==> src/rtl/ma_window_ctrl.sv <==
// ma_window_ctrl: sequencing controller for the gyro moving-average filter.
// Keeps the running sum of the last 2^shift samples, walks a circular write
// pointer through an external single-port sample RAM and zeroes that RAM on
// every (re)start so warm-up outputs are simply (sum so far) >>> shift.
module ma_window_ctrl #(
  parameter int DATA_W        = 14,
  parameter int MAX_SHIFT     = 7,
  parameter int DEFAULT_SHIFT = 7
) (
  input  logic                     i_clk,
  input  logic                     i_rst,
  input  logic [3:0]               i_cfg_shift,
  input  logic                     i_cfg_load,
  input  logic signed [DATA_W-1:0] i_din,
  input  logic                     i_din_vld,
  output logic                     o_din_rdy,
  output logic [MAX_SHIFT-1:0]     o_ram_addr,
  output logic                     o_ram_we,
  output logic [DATA_W-1:0]        o_ram_wdata,
  input  logic signed [DATA_W-1:0] i_ram_rdata,
  output logic signed [DATA_W-1:0] o_dout,
  output logic                     o_dout_vld,
  output logic                     o_full,
  output logic                     o_busy
);
  localparam int SUM_W = DATA_W + MAX_SHIFT;
  localparam int CNT_W = MAX_SHIFT + 1;

  typedef enum logic [2:0] {
    ST_CLEAR = 3'd0,
    ST_IDLE  = 3'd1,
    ST_RD    = 3'd2,
    ST_UPD   = 3'd3,
    ST_OUT   = 3'd4
  } state_t;

  state_t                   state_q, state_d;
  logic [CNT_W-1:0]         clr_cnt_q, clr_cnt_d;
  logic [3:0]               shift_q, shift_d;
  logic signed [SUM_W-1:0]  sum_q, sum_d;
  logic [MAX_SHIFT-1:0]     wptr_q, wptr_d;
  logic [CNT_W-1:0]         fill_q, fill_d;
  logic signed [DATA_W-1:0] sample_q, sample_d;
  logic [MAX_SHIFT-1:0]     ram_addr_q, ram_addr_d;
  logic                     ram_we_q, ram_we_d;
  logic [DATA_W-1:0]        ram_wdata_q, ram_wdata_d;
  logic signed [DATA_W-1:0] dout_q, dout_d;
  logic                     dout_vld_q, dout_vld_d;
  logic                     full_q, full_d;

  logic [CNT_W-1:0]         win_len_s;
  logic [3:0]               cfg_shift_s;
  logic signed [SUM_W-1:0]  sum_upd_s;
  logic                     accept_s;

  // Window length N, clamped request and the updated sum (sample in, oldest out)
  assign win_len_s   = CNT_W'(1) << shift_q;
  assign cfg_shift_s = (i_cfg_shift > 4'(MAX_SHIFT)) ? 4'(MAX_SHIFT) : i_cfg_shift;
  assign sum_upd_s   = sum_q + {{MAX_SHIFT{sample_q[DATA_W-1]}}, sample_q}
                             - {{MAX_SHIFT{i_ram_rdata[DATA_W-1]}}, i_ram_rdata};

  // A pending config load always beats a new sample
  assign o_din_rdy = (state_q == ST_IDLE) & ~i_cfg_load;
  assign accept_s  = i_din_vld & o_din_rdy;
  assign o_busy    = (state_q != ST_IDLE);

  assign o_ram_addr  = ram_addr_q;
  assign o_ram_we    = ram_we_q;
  assign o_ram_wdata = ram_wdata_q;
  assign o_dout      = dout_q;
  assign o_dout_vld  = dout_vld_q;
  assign o_full      = full_q;

  // State and datapath registers with synchronous reset
  always_ff @(posedge i_clk) begin
    if (i_rst) begin
      state_q     <= ST_CLEAR;
      clr_cnt_q   <= '0;
      shift_q     <= 4'(DEFAULT_SHIFT);
      sum_q       <= '0;
      wptr_q      <= '0;
      fill_q      <= '0;
      sample_q    <= '0;
      ram_addr_q  <= '0;
      ram_we_q    <= 1'b0;
      ram_wdata_q <= '0;
      dout_q      <= '0;
      dout_vld_q  <= 1'b0;
      full_q      <= 1'b0;
    end else begin
      state_q     <= state_d;
      clr_cnt_q   <= clr_cnt_d;
      shift_q     <= shift_d;
      sum_q       <= sum_d;
      wptr_q      <= wptr_d;
      fill_q      <= fill_d;
      sample_q    <= sample_d;
      ram_addr_q  <= ram_addr_d;
      ram_we_q    <= ram_we_d;
      ram_wdata_q <= ram_wdata_d;
      dout_q      <= dout_d;
      dout_vld_q  <= dout_vld_d;
      full_q      <= full_d;
    end
  end

  // Next-state: clear sweep, then one accept/read/update/output round per sample
  always_comb begin
    state_d = state_q;
    if (i_cfg_load) begin
      state_d = ST_CLEAR;
    end else begin
      case (state_q)
        ST_CLEAR: state_d = (clr_cnt_q == win_len_s) ? ST_IDLE : ST_CLEAR;
        ST_IDLE:  state_d = accept_s ? ST_RD : ST_IDLE;
        ST_RD:    state_d = ST_UPD;
        ST_UPD:   state_d = ST_OUT;
        ST_OUT:   state_d = ST_IDLE;
        default:  state_d = ST_CLEAR;
      endcase
    end
  end

  // Datapath and registered RAM/output values for the coming cycle
  always_comb begin
    clr_cnt_d   = clr_cnt_q;
    shift_d     = shift_q;
    sum_d       = sum_q;
    wptr_d      = wptr_q;
    fill_d      = fill_q;
    sample_d    = sample_q;
    ram_addr_d  = ram_addr_q;
    ram_we_d    = 1'b0;
    ram_wdata_d = ram_wdata_q;
    dout_d      = dout_q;
    dout_vld_d  = 1'b0;
    full_d      = full_q;
    if (i_cfg_load) begin
      // Restart: new window, empty sum, in-flight sample dropped, dout kept
      shift_d     = cfg_shift_s;
      clr_cnt_d   = '0;
      sum_d       = '0;
      wptr_d      = '0;
      fill_d      = '0;
      full_d      = 1'b0;
      ram_addr_d  = '0;
      ram_wdata_d = '0;
    end else begin
      case (state_q)
        ST_CLEAR: begin
          sum_d  = '0;
          wptr_d = '0;
          fill_d = '0;
          if (clr_cnt_q != win_len_s) begin
            ram_we_d    = 1'b1;
            ram_addr_d  = clr_cnt_q[MAX_SHIFT-1:0];
            ram_wdata_d = '0;
            clr_cnt_d   = clr_cnt_q + CNT_W'(1);
          end else begin
            clr_cnt_d = clr_cnt_q;
          end
        end
        ST_IDLE: begin
          // Present the oldest sample's address for reading
          if (accept_s) begin
            sample_d   = i_din;
            ram_addr_d = wptr_q;
          end else begin
            sample_d = sample_q;
          end
        end
        ST_RD: begin
          // Read data arrives next cycle; overwrite the same slot then
          ram_we_d    = 1'b1;
          ram_addr_d  = wptr_q;
          ram_wdata_d = sample_q;
        end
        ST_UPD: begin
          sum_d      = sum_upd_s;
          dout_d     = DATA_W'(sum_upd_s >>> shift_q);
          dout_vld_d = 1'b1;
          if (fill_q != win_len_s) begin
            fill_d = fill_q + CNT_W'(1);
          end else begin
            fill_d = fill_q;
          end
          full_d = (fill_d == win_len_s);
        end
        ST_OUT: begin
          if ({1'b0, wptr_q} == (win_len_s - CNT_W'(1))) begin
            wptr_d = '0;
          end else begin
            wptr_d = wptr_q + MAX_SHIFT'(1);
          end
        end
        default: begin
          sum_d = '0;
        end
      endcase
    end
  end

endmodule

==> config.mk <==
export PLATFORM = sky130hd
export DESIGN_NAME = ma_window_ctrl
export DESIGN_NICKNAME = d
export VERILOG_FILES = /design/src/rtl/ma_window_ctrl.sv
export SDC_FILE = /design/constraint.sdc
export NUM_CORES = 1
export LEC_CHECK = 0
export BUFFER_PORTS_ARGS = -buffer_cell sky130_fd_sc_hd__buf_4
export CORE_UTILIZATION = 50
export CTS_CLUSTER_DIAMETER = 30
export CTS_CLUSTER_SIZE = 24
export DETAILED_ROUTE_END_ITERATION = 8
export MAX_ROUTING_LAYER = met4
export PLACE_DENSITY = 0.72
export SLEW_MARGIN = 20
export SYNTH_ARGS = -nofsm -noshare
export SYNTH_HDL_FRONTEND = slang
export SYNTH_SLANG_ARGS = --single-unit
==> constraint.sdc <==
create_clock -name i_clk -period 3.6 [get_ports i_clk]
set_input_delay 0.72 -clock i_clk [delete_from_list [all_inputs] [get_ports i_clk]]
set_output_delay 0.72 -clock i_clk [all_outputs]
set_load 0.005 [all_outputs]
; Word level (Yosys, flattened, before mapping)
; Index checks and enable logic that the tools add are counted.
[totals]
elab_cells = 68
reg_bits = 103
out_inout_bits = 40
[classes]
n_reduce_logical = 12
shifts = 2
muxes = 19
bitwise = 3
magnitude_cmp = 1
n_eq_ne = 12
add_sub_neg = 6
[ops]
columns = operator, n
row1 = $pmux W21 S2, 1
row2 = $pmux W14 S2, 1
row3 = $mux W8, 3
row4 = $add A21 B21 Y21, 1
row5 = $mux W7, 3
row6 = $pmux W7 S3, 1
row7 = $sshr A21 B4 Y14, 1
row8 = $sub A21 B21 Y21, 1
row9 = $add A8 B1 Y8 const B, 2
row10 = $eq A8 B8 Y1, 2
row11 = $ne A8 B8 Y1, 2
row12 = $pmux W8 S2, 1
row13 = $pmux W3 S5, 1
row14 = $mux W14, 1
row15 = $pmux W7 S2, 1
row16 = $eq A7 B8 Y1, 1
row17 = $shl A1 B4 Y8 const A, 1
row18 = $sub A8 B1 Y8 const B, 1
row19 = $add A7 B1 Y7 const B, 1
row20 = $eq A3 B2 Y1 const B, 2
row21 = $reduce_and A2 Y1, 3
row22 = $reduce_and A3 Y1, 2
row23 = $reduce_bool A2 Y1, 3
row24 = $gt A4 B3 Y1 const B, 1
row25 = 14 further kinds, 18

; Longest topological paths before layout
; Gate-level depths: netlist (run 1).
[depth]
ltp_word = 6
mapped_depth = 17

; Least setup slack after synthesis (run 1)
; No wires, ideal clock.
[synth_timing]
path_kind = input port to flip-flop
start = input port i_ram_rdata[1]
end = register dout_q[5] (netlist: o_dout[5])
arrival_time_ps = 3699
required_ps = 3464
path_buffers = 0
slack_ps = -235
setup_ps = 136
cell_stages = 12
cell_sequence = fa_1 inv_1 ha_1 a21o_1 nand4_2 a2111oi_4 nor3_4 o21ai_2 mux2_1 a221o_1 a222oi_1 a31oi_1
[synth_between]
elab_chain_cells = 2
[synth_lines]
columns = element, line
row1 = "start, declared", 20  ; input logic signed [DATA_W-1:0] i_ram_rdata,
row2 = $sub A21 B21 Y21, 60  ; - {{MAX_SHIFT{i_ram_rdata[DATA_W-1]}}, i_ram_rdata};
row3 = $sshr A21 B4 Y14, 180  ; dout_d = DATA_W'(sum_upd_s >>> shift_q);
row4 = "end signal, assigned", 101  ; dout_q <= dout_d;
row5 = "end, declared", 47  ; logic signed [DATA_W-1:0] dout_q, dout_d;
; Every way passes these cells.
; A chain may end at the register's enable or synchronous reset.

; Worst setup path in the final report (run 1)
[layout_timing]
start = input port i_ram_rdata[3]
end = register dout_q[5] (netlist: o_dout[5])
; The elaborated chain is that of the path after synthesis.

==> summary.md, run 1 <==
| Metric | Value |
|---|---|
| Initial Util | `52.03%` |
| Final Wtd Congestion | `0.9194` |
| Fin crit period | `3.591 ns` |
| Post-synth EDFFs | `0` |
| Fin Setup TNS | `0 ns` |
| Dpl cell area | `8985 um2` |
| Final antenna-violating net count | `0` |
| Commonest non-fill, non-tap cells in the layout | `180 x buf_4, 100 x nor2_1, 100 x dfxtp_1, 96 x nand2_1, 91 x inv_1` |
| Clock sink count | `102` |
| Critical Path, Cell by Cell | `buf_4, fa_1, inv_1, ha_4, a21o_1, a21oi_4, a2111oi_4, nor3_4, o21ai_4, mux2_4, a221o_1, a222oi_1, a31oi_1` |
| Ys Warns | `0` |
| Critical path's largest stage delay | `0.54 ns` |
| Final slew viol count | `0` |
| Syn_nets | `1,064` |
| Critical Path Source Type | `primary input` |
| CP max-delay cell | `fa_1` |
| Peak VDD IR | `0.2170 mV` |
| 1st-iter DRT viols | `587` |
| WP data required | `3.85 ns` |
| WP buf/inv | `2` |
| Yosys reg bits | `102` |
| Final design utilization | `64.06%` |
| H-tree depth | `3` |
| Pin count of the biggest net entering global routing | `43` |
| Hold_buf cts | `0` |
| Cells after DPL | `1,276` |
| Site row count | `44` |
| Post-Layout Cell Count | `1,296` |
| Share of cells above drive strength 1 | `23.74%` |
| # setup viols final | `0` |
| Worst Tran Pin Value | `1.024 ns` |
| WL/cell | `16.73 um` |
| Port Buffer Count | `75` |
| Dpl ws | `-0.4396 ns` |
| Library cells used by synthesis | `92` |
| Main synth FF type | `dfxtp_1` |
| Final WS setup | `0.009132 ns` |
| Post-Route WL | `21.68 mm` |
| CTS Buffer Depth | `2` |
| Die area | `15,850 um2` |
| Initial antenna violation count | `0` |
| Worst Skew | `0.008870 ns` |
| Class of the most critical setup path | `primary input to flip-flop` |
| Crit end category | `flip-flop` |
| Final HPWL DP | `15.89 mm` |
| Mapped cell area | `7676 um2` |
| Max-Cap Viols | `0` |
| Post-synthesis cell count | `983` |
| Gr usage total | `28.91%` |
| TritonCTS buffer count | `9` |
| Mean Syn Cell Area | `7.809 um2` |
| Drt first pass iters | `5` |
| Core area | `14,750 um2` |
| Status | `complete, no violations` |
| Worst-path clk slew | `0.08 ns` |
| Commonest non-fill, non-tap cell in the layout | `buf_4` |
| Slew HR | `31.73%` |
| Final hold vios | `0` |
| Power per cell area | `288.0 nW/um2` |
| Antenna Cells | `0` |
| Period utilization | `99.75%` |
| Synth-to-Final Area Change | `23.13%` |
| First-pass GRT wire length | `35.72 mm` |
| Fraction of registers with async set/reset | `0%` |
| CTS tree | `yes` |
| Die width | `125.9 um` |
| Vias in the first global route | `7,021` |
| Remaining DRCs | `0` |
| Die Ht | `125.9 um` |
| Grt ovf | `0` |
| Clock root buffer | `clkbuf_16` |
| Via total after detailed routing | `7,490` |
| I/O Pins | `76` |
| Seq/Total Area, Yosys | `26.60%` |
| Hold Crit Class | `flip-flop to flip-flop` |
| Fmax | `0.2785 GHz` |
| Critical Path Fanout Max | `4` |
| DR vias/cell | `5.779` |
| RSZ-0062 raised after global routing | `true` |
| Clock Latency Late Sink | `0.37 ns` |
| LEAKAGE | `3.985 nW` |
| WP data arrival | `3.84 ns` |
| Top delay family on crit path | `compound AO/OA/AOI/OAI gates` |
| Nets | `1,188` |
| Hold slack | `0.4675 ns` |
| Tot Pwr | `2.722 mW` |
| R2R Setup Slk | `0.02 ns` |
| Finished layout cell area | `9452 um2` |
power breakdown:
group          total, mW  internal, mW  switching, mW
sequential          1.15          1.14         0.0112
combinational      0.504         0.223          0.281
clock               1.07         0.571          0.499
per-layer routing:
layer | global-route usage [%] | vias up | share of wire [%]
li1 | - | 3693 | -
met1 | 39.02 | 3471 | 47
met2 | 44.10 | 300 | 45
met3 | 5.098 | 26 | 6.9
met4 | 8.717 | 0 | 1.5
met5 | - | - | 0
final timing paths:
| path | start | endpoint | cells past startpoint |
|---|---|---|---|
| setup / recovery | i_ram_rdata[3] | o_dout[5] | 13 |
| hold / removal | sum_q[18] | sum_q[18] | 2 |
| setup reg to reg | sample_q[1] | o_dout[5] | 13 |
| hold reg to reg | sum_q[18] | sum_q[18] | 2 |
registers in the layout, indices dropped and copies added, names as in the netlist, 3 cells and up:
signal       count
clr_cnt_q        8
fill_q           8
o_dout          14
o_ram_addr       7
o_ram_wdata     14
sample_q        14
shift_q          4
state_q          3
sum_q           21
wptr_q           7
area by class of cell:
cell class | instances | area (um2)
sequential | 102 | 2044
clock buffer | 10 | 239.0
timing repair buffer | 181 | 1363
inverter | 94 | 356.6
tap | 184 | 230.2
clock inverter | 6 | 72.57
multi-input combinational | 719 | 5146
fill | 1271 | 5303
Yosys cell counts, drive strengths merged (10+ instances only):
master / count / share of area, %
dfxtp: 102 / 27
nor2: 100 / 4.9
nand2: 98 / 4.8
inv: 93 / 4.5
a21oi: 75 / 5.3
o21ai: 58 / 4.0
clkbuf: 45 / 2.2
mux2i: 28 / 3.7
xnor2: 27 / 3.4
ha: 25 / 4.1
buf: 23 / 1.5
a211oi: 20 / 2.3
fa: 20 / 5.2
nand3: 18 / 1.2
nor3: 18 / 1.6
a22o: 17 / 1.9
a22oi: 16 / 1.6
xor2: 14 / 1.7
and3: 12 / 0.98
nor2b: 12 / 0.98
nand2b: 11 / 0.90
o22ai: 10 / 0.98
kinds of logic after synthesis:
group,count (synthesis),share of synthesized area [%]
AND/OR/NAND/NOR,318,19.77
multiplexers,33,4.678
buffers and inverters,162,8.264
adder cells (fa/ha/maj),45,9.291
AO/OA/AOI/OAI,282,26.28
flip-flops,102,26.60
XOR/XNOR,41,5.118
repair_timing:
item	in CTS	in global routing
gates resized for setup	5	20
endpoints found under the setup margin	3	12
buffers inserted	0	4
pin swaps	0	12
worst register-to-register path: stages (launching register included):
cell and delay [ns]:
dfxtp_2 0.35, inv_2 0.04, fa_1 0.59, inv_1 0.06
ha_1 0.27, a21o_1 0.16, nand4_4 0.16, a2111oi_4 0.46
nor3_4 0.09, o21ai_4 0.18, mux2_4 0.31, a221o_1 0.30
a222oi_1 0.33, a31oi_1 0.15
(Power assumes the default switching activity.)
==> run 2, diff against run 1 <==
- PLACE_DENSITY: 0.72 -> 0.77
==> summary.md, run 2 (synthesized netlist as in run 1, its figures left out) <==
| Metric | Value |
|---|---|
| Status | `finished, violations left` |
| Failing checks | `setup timing` |
| Period utilization | `100.6%` |
| Filler cells | `1,263` |
| Slew HR | `32.57%` |
| H-tree depth | `3` |
| Critical path's largest stage delay | `0.59 ns` |
| Top delay family on crit path | `compound AO/OA/AOI/OAI gates` |
| Commonest non-fill, non-tap cell in the layout | `buf_4` |
| LEAKAGE | `4.015 nW` |
| Site row count | `44` |
| Final Wtd Congestion | `0.9280` |
| Vias in the first global route | `7,136` |
| Worst Setup SP | `i_ram_rdata[1]` |
| First-pass GRT wire length | `35.48 mm` |
| Final antenna-violating net count | `0` |
| Power per cell area | `286.6 nW/um2` |
| Die Ht | `125.9 um` |
| Clock network power share | `39.2%` |
| Fmax | `0.2760 GHz` |
| Fin Setup TNS | `-0.02307 ns` |
| Critical Path Source Type | `primary input` |
| RSZ-0062 raised after global routing | `true` |
| Worst-path clk slew | `0.08 ns` |
| Fin crit period | `3.623 ns` |
| Clock root buffer | `clkbuf_16` |
| Peak VDD IR | `0.3184 mV` |
| Crit end category | `flip-flop` |
| Switching Share | `29.86%` |
| RR Startpoint | `sample_q[1]` |
| Nets | `1,189` |
| Final design utilization | `65.12%` |
| Hold_buf cts | `0` |
| WP buf/inv | `2` |
| # setup viols final | `1` |
| Final WS setup | `-0.02307 ns` |
| Worst Min Path Start | `sum_q[15]` |
| Initial Util | `52.03%` |
| Die width | `125.9 um` |
| I/O Pins | `76` |
| Critical Path Fanout Max | `3` |
| Port Buffer Count | `75` |
| Pin count of the biggest net entering global routing | `43` |
| Final HPWL DP | `15.97 mm` |
| Hold Crit Class | `flip-flop to flip-flop` |
| Initial antenna violation count | `0` |
| Gr usage total | `28.51%` |
| Register area | `2043 um2` |
| Class of the most critical setup path | `primary input to flip-flop` |
| Grt ovf | `0` |
| Largest Register | `sum_q` |
| 1st-iter DRT viols | `592` |
| Synth-to-Final Area Change | `25.17%` |
| Clock sink count | `102` |
| P_int | `1.932 mW` |
| TritonCTS buffer count | `9` |
| Final slew viol count | `0` |
| Share of cells above drive strength 1 | `25.61%` |
| Max-Cap Viols | `0` |
| CP max-delay cell | `fa_2` |
| Final hold vios | `0` |
| Worst Skew | `0.01488 ns` |
| DR vias/cell | `5.909` |
| Worst Tran Pin Value | `1.011 ns` |
| WL/cell | `17.23 um` |
| Via total after detailed routing | `7,664` |
| Logic gate share of total power | `19.1%` |
| WP data required | `3.85 ns` |
| Post-Route WL | `22.34 mm` |
| Sw Pwr | `0.8222 mW` |
| Remaining DRCs | `0` |
| CTS Buffer Depth | `2` |
| Die area | `15,850 um2` |
| Critical Path, Cell by Cell | `buf_6, fa_2, inv_2, ha_4, a21o_1, nand4_4, a2111oi_4, nor3_4, o21ai_2, mux2_4, a221o_1, a222oi_1, a31oi_1` |
| Drt first pass iters | `5` |
| Multi-input logic area | `5278 um2` |
| Sequential power share | `41.7%` |
| Clock Latency Late Sink | `0.37 ns` |
| WP data arrival | `3.87 ns` |
| Largest register FFs | `21` |
| CTS tree | `yes` |
| Antenna Cells | `0` |
| Commonest non-fill, non-tap cells in the layout | `179 x buf_4, 101 x dfxtp_1, 99 x nor2_1, 96 x nand2_1, 91 x inv_1` |
| Core area | `14,750 um2` |
==> run 2: stage by stage <==
stage / hold WS [ns] / total power [mW] / setup slack (ns) / cell area (um2) / cells
after floorplan: 0.4250 / 1.462 / -0.08161 / 7707 / 983
after global placement: 0.4355 / 1.649 / -0.3174 / 8955 / 1272
after detailed placement: 0.4442 / 1.653 / -0.4735 / 8955 / 1272
after CTS: 0.4627 / 2.720 / 0.01850 / 9304 / 1290
after global routing: 0.4840 / 2.839 / -0.1763 / 9608 / 1297
final: 0.4592 / 2.754 / -0.02307 / 9608 / 1297
==> run 2: timing repair <==
action,in CTS,in global routing
gates resized for setup,2,48
buffers inserted,2,7
pin swaps,1,28
endpoints found under the hold margin,0,0
endpoints found under the setup margin,5,14
cloned,0,0
==> run 2: final timing paths <==
kind	to	slack (ns)	depth (start not counted)
min reg2reg	sum_q[15]	0.46	2
max	o_dout[5]	-0.02	13
max reg2reg	o_dout[5]	0.04	13
min	sum_q[15]	0.46	2
==> run 2: worst reg2reg max path, stage by stage, from the launching register on <==
cell and delay, ns:
dfxtp_1 0.35, inv_1 0.06, fa_2 0.56, inv_2 0.05, ha_4 0.25, a21o_1 0.17
nand4_4 0.16, a2111oi_4 0.50, nor3_4 0.10, o21ai_2 0.18, mux2_4 0.31, a221o_1 0.30
a222oi_1 0.33, a31oi_1 0.12
==> run 2: area by class of cell <==
type / count / area share [%]
Inverter: 94 / 3.711
Tap cell: 184 / 2.396
Clock buffer: 9 / 2.344
Clock inverter: 7 / 1.016
Sequential cell: 102 / 21.27
Timing Repair Buffer: 182 / 14.34
Multi-Input combinational cell: 719 / 54.93
==> run 2: power groups by stage <==
stage	logic, mW	clock network, mW	registers, mW
after floorplan	0.291	0	1.17
after global placement	0.476	0	1.17
after detailed placement	0.480	0	1.17
after CTS	0.486	1.09	1.15
after global routing	0.568	1.12	1.15
final	0.527	1.08	1.15
==> run 2: per-layer routing <==
metal | vias up | GRT usage [%] | wire (um) | share of wire (%)
met1 | 3600 | 38.25 | 10080 | 45
met2 | 321 | 44.20 | 10120 | 45
met4 | 0 | 8.859 | 556 | 2.5
li1 | 3699 | - | - | -
met3 | 44 | 4.248 | 1580 | 7.1
met5 | - | - | 0 | 0
==> run 3, diff against run 2 <==
- CORE_UTILIZATION: 50 -> 30
- PLACE_DENSITY: 0.77 -> 0.53
==> summary.md, run 3 (synthesized netlist as in run 1, its figures left out) <==
| Metric | Value |
|---|---|
| Status | `finished, violations left` |
| Failing checks | `setup timing` |
| Die area | `26,230 um2` |
| Fin Setup TNS | `-0.03976 ns` |
| Via total after detailed routing | `7,458` |
| Largest register FFs | `21` |
| Die width | `162.0 um` |
| Clock Latency Late Sink | `0.36 ns` |
| Site row count | `58` |
| Slew HR | `48.12%` |
| Period utilization | `101.1%` |
| 1st-iter DRT viols | `555` |
| I/O Pins | `76` |
| Initial antenna violation count | `0` |
| Core area | `25,110 um2` |
| TritonCTS buffer count | `9` |
| Register area | `2044 um2` |
| Fin crit period | `3.640 ns` |
| Pin count of the biggest net entering global routing | `41` |
| Hold Crit Class | `flip-flop to flip-flop` |
| Die Ht | `162.0 um` |
| Vias in the first global route | `7,100` |
| Worst-path clk slew | `0.08 ns` |
| Power per cell area | `279.3 nW/um2` |
| Remaining DRCs | `0` |
| Peak VDD IR | `0.2457 mV` |
| Critical Path Fanout Max | `2` |
| Largest Register | `sum_q` |
| Final Wtd Congestion | `0.9143` |
| WL/cell | `16.45 um` |
| Crit end category | `flip-flop` |
| Fmax | `0.2747 GHz` |
| Final hold vios | `0` |
| Commonest non-fill, non-tap cell in the layout | `buf_4` |
| Worst Skew | `0.01201 ns` |
| Initial Util | `30.57%` |
| Clock root buffer | `clkbuf_16` |
| Gr usage total | `19.10%` |
| DR vias/cell | `5.098` |
| CTS tree | `yes` |
| Class of the most critical setup path | `primary input to flip-flop` |
| WP data required | `3.83 ns` |
| Commonest non-fill, non-tap cells in the layout | `200 x buf_4, 100 x dfxtp_1, 99 x nor2_1, 95 x nand2_1, 91 x inv_1` |
| LEAKAGE | `4.124 nW` |
| # setup viols final | `1` |
| Finished layout cell area | `9950 um2` |
| Max-Cap Viols | `0` |
| Synth-to-Final Area Change | `29.62%` |
| Critical path's largest stage delay | `0.52 ns` |
| Multi-input logic area | `5289 um2` |
| CP max-delay cell | `fa_1` |
| Antenna Cells | `0` |
| Final antenna-violating net count | `0` |
| R2R Setup Slk | `-0.03 ns` |
| Dpl cell area | `9303 um2` |
| Share of cells above drive strength 1 | `26.92%` |
| Filler cells | `2,663` |
| Final HPWL DP | `18.02 mm` |
| CTS Buffer Depth | `2` |
| First-pass GRT wire length | `38.83 mm` |
| Final WS setup | `-0.03976 ns` |
| Drt first pass iters | `6` |
| Port Buffer Count | `75` |
| Grt ovf | `0` |
| WP data arrival | `3.87 ns` |
| Clock sink count | `102` |
| RSZ-0062 raised after global routing | `true` |
| Critical Path Source Type | `primary input` |
| Nets | `1,211` |
| Final design utilization | `39.63%` |
| Worst Tran Pin Value | `0.7754 ns` |
| Post-Route WL | `24.06 mm` |
| H-tree depth | `3` |
| Critical Path, Cell by Cell | `buf_6, fa_1, inv_1, ha_1, a21o_1, nand4_4, a2111oi_4, nor3_4, o21ai_2, mux2_4, a221o_1, a222oi_1, a31oi_1` |
| Tot Pwr | `2.779 mW` |
| Final slew viol count | `0` |
-- run 3: cell count changes in the layout (fill, tap and decap cells not counted), sizes merged --
cell,before,now
clkbuf,9,10
clkinvlp,1,0
bufinv,1,2
clkinv,3,2
buf,182,203
inv,96,95
-- run 3: area by class of cell --
cell class,instances,share of cell area [%]
Inverter,94,3.546
Tap cell,330,4.150
Timing Repair Buffer,204,15.51
Multi-Input combinational cell,719,53.16
Sequential cell,102,20.55
Clock buffer,9,2.264
Clock inverter,5,0.8300
-- run 3: stage by stage --
step / cells / setup slack, ns / hold WS [ns]
after floorplan: 983 / -0.08161 / 0.4250
after global placement: 1440 / -0.4607 / 0.4414
after detailed placement: 1440 / -0.5004 / 0.4458
after CTS: 1457 / -0.09663 / 0.4643
after global routing: 1463 / -0.2058 / 0.4962
final: 1463 / -0.03976 / 0.4564
-- run 3: critical path: cells and delay by family --
kind            cells  cell delay [ns]
simple gates        2             0.22
buf+inv             2             0.15
fa+ha+maj           2             0.80
compound gates      6             1.66
mux                 1             0.32
-- run 3: final timing paths --
check	from	endpoint	cells past startpoint
worst min-delay path	sum_q[18]	sum_q[18]	2
worst max-delay path	i_ram_rdata[1]	o_dout[5]	13
worst min register to register	sum_q[18]	sum_q[18]	2
worst max register to register	sample_q[1]	o_dout[5]	13
-- run 3: routing by layer --
layer | track usage (%) | share of wire, % | up-vias
met5 | - | 0 | -
met4 | 4.931 | 1.9 | 0
met3 | 2.962 | 4.8 | 30
met2 | 28.76 | 44 | 194
met1 | 26.48 | 49 | 3498
li1 | - | - | 3736
-- run 3: power breakdown --
group / switching (mW) / internal [mW] / total [mW] / leakage (nW)
sequential: 0.0107 / 1.14 / 1.15 / 0.824
clock: 0.465 / 0.607 / 1.07 / 0.152
combinational: 0.306 / 0.253 / 0.559 / 3.15
-- run 3: repair_timing --
item / 4_1_cts / 5_1_grt
setup endpoints to repair: 4 / 14
setup buffers: 3 / 6
hold buffers: 0 / 0
pin swaps: 7 / 18
gates resized for setup: 11 / 41
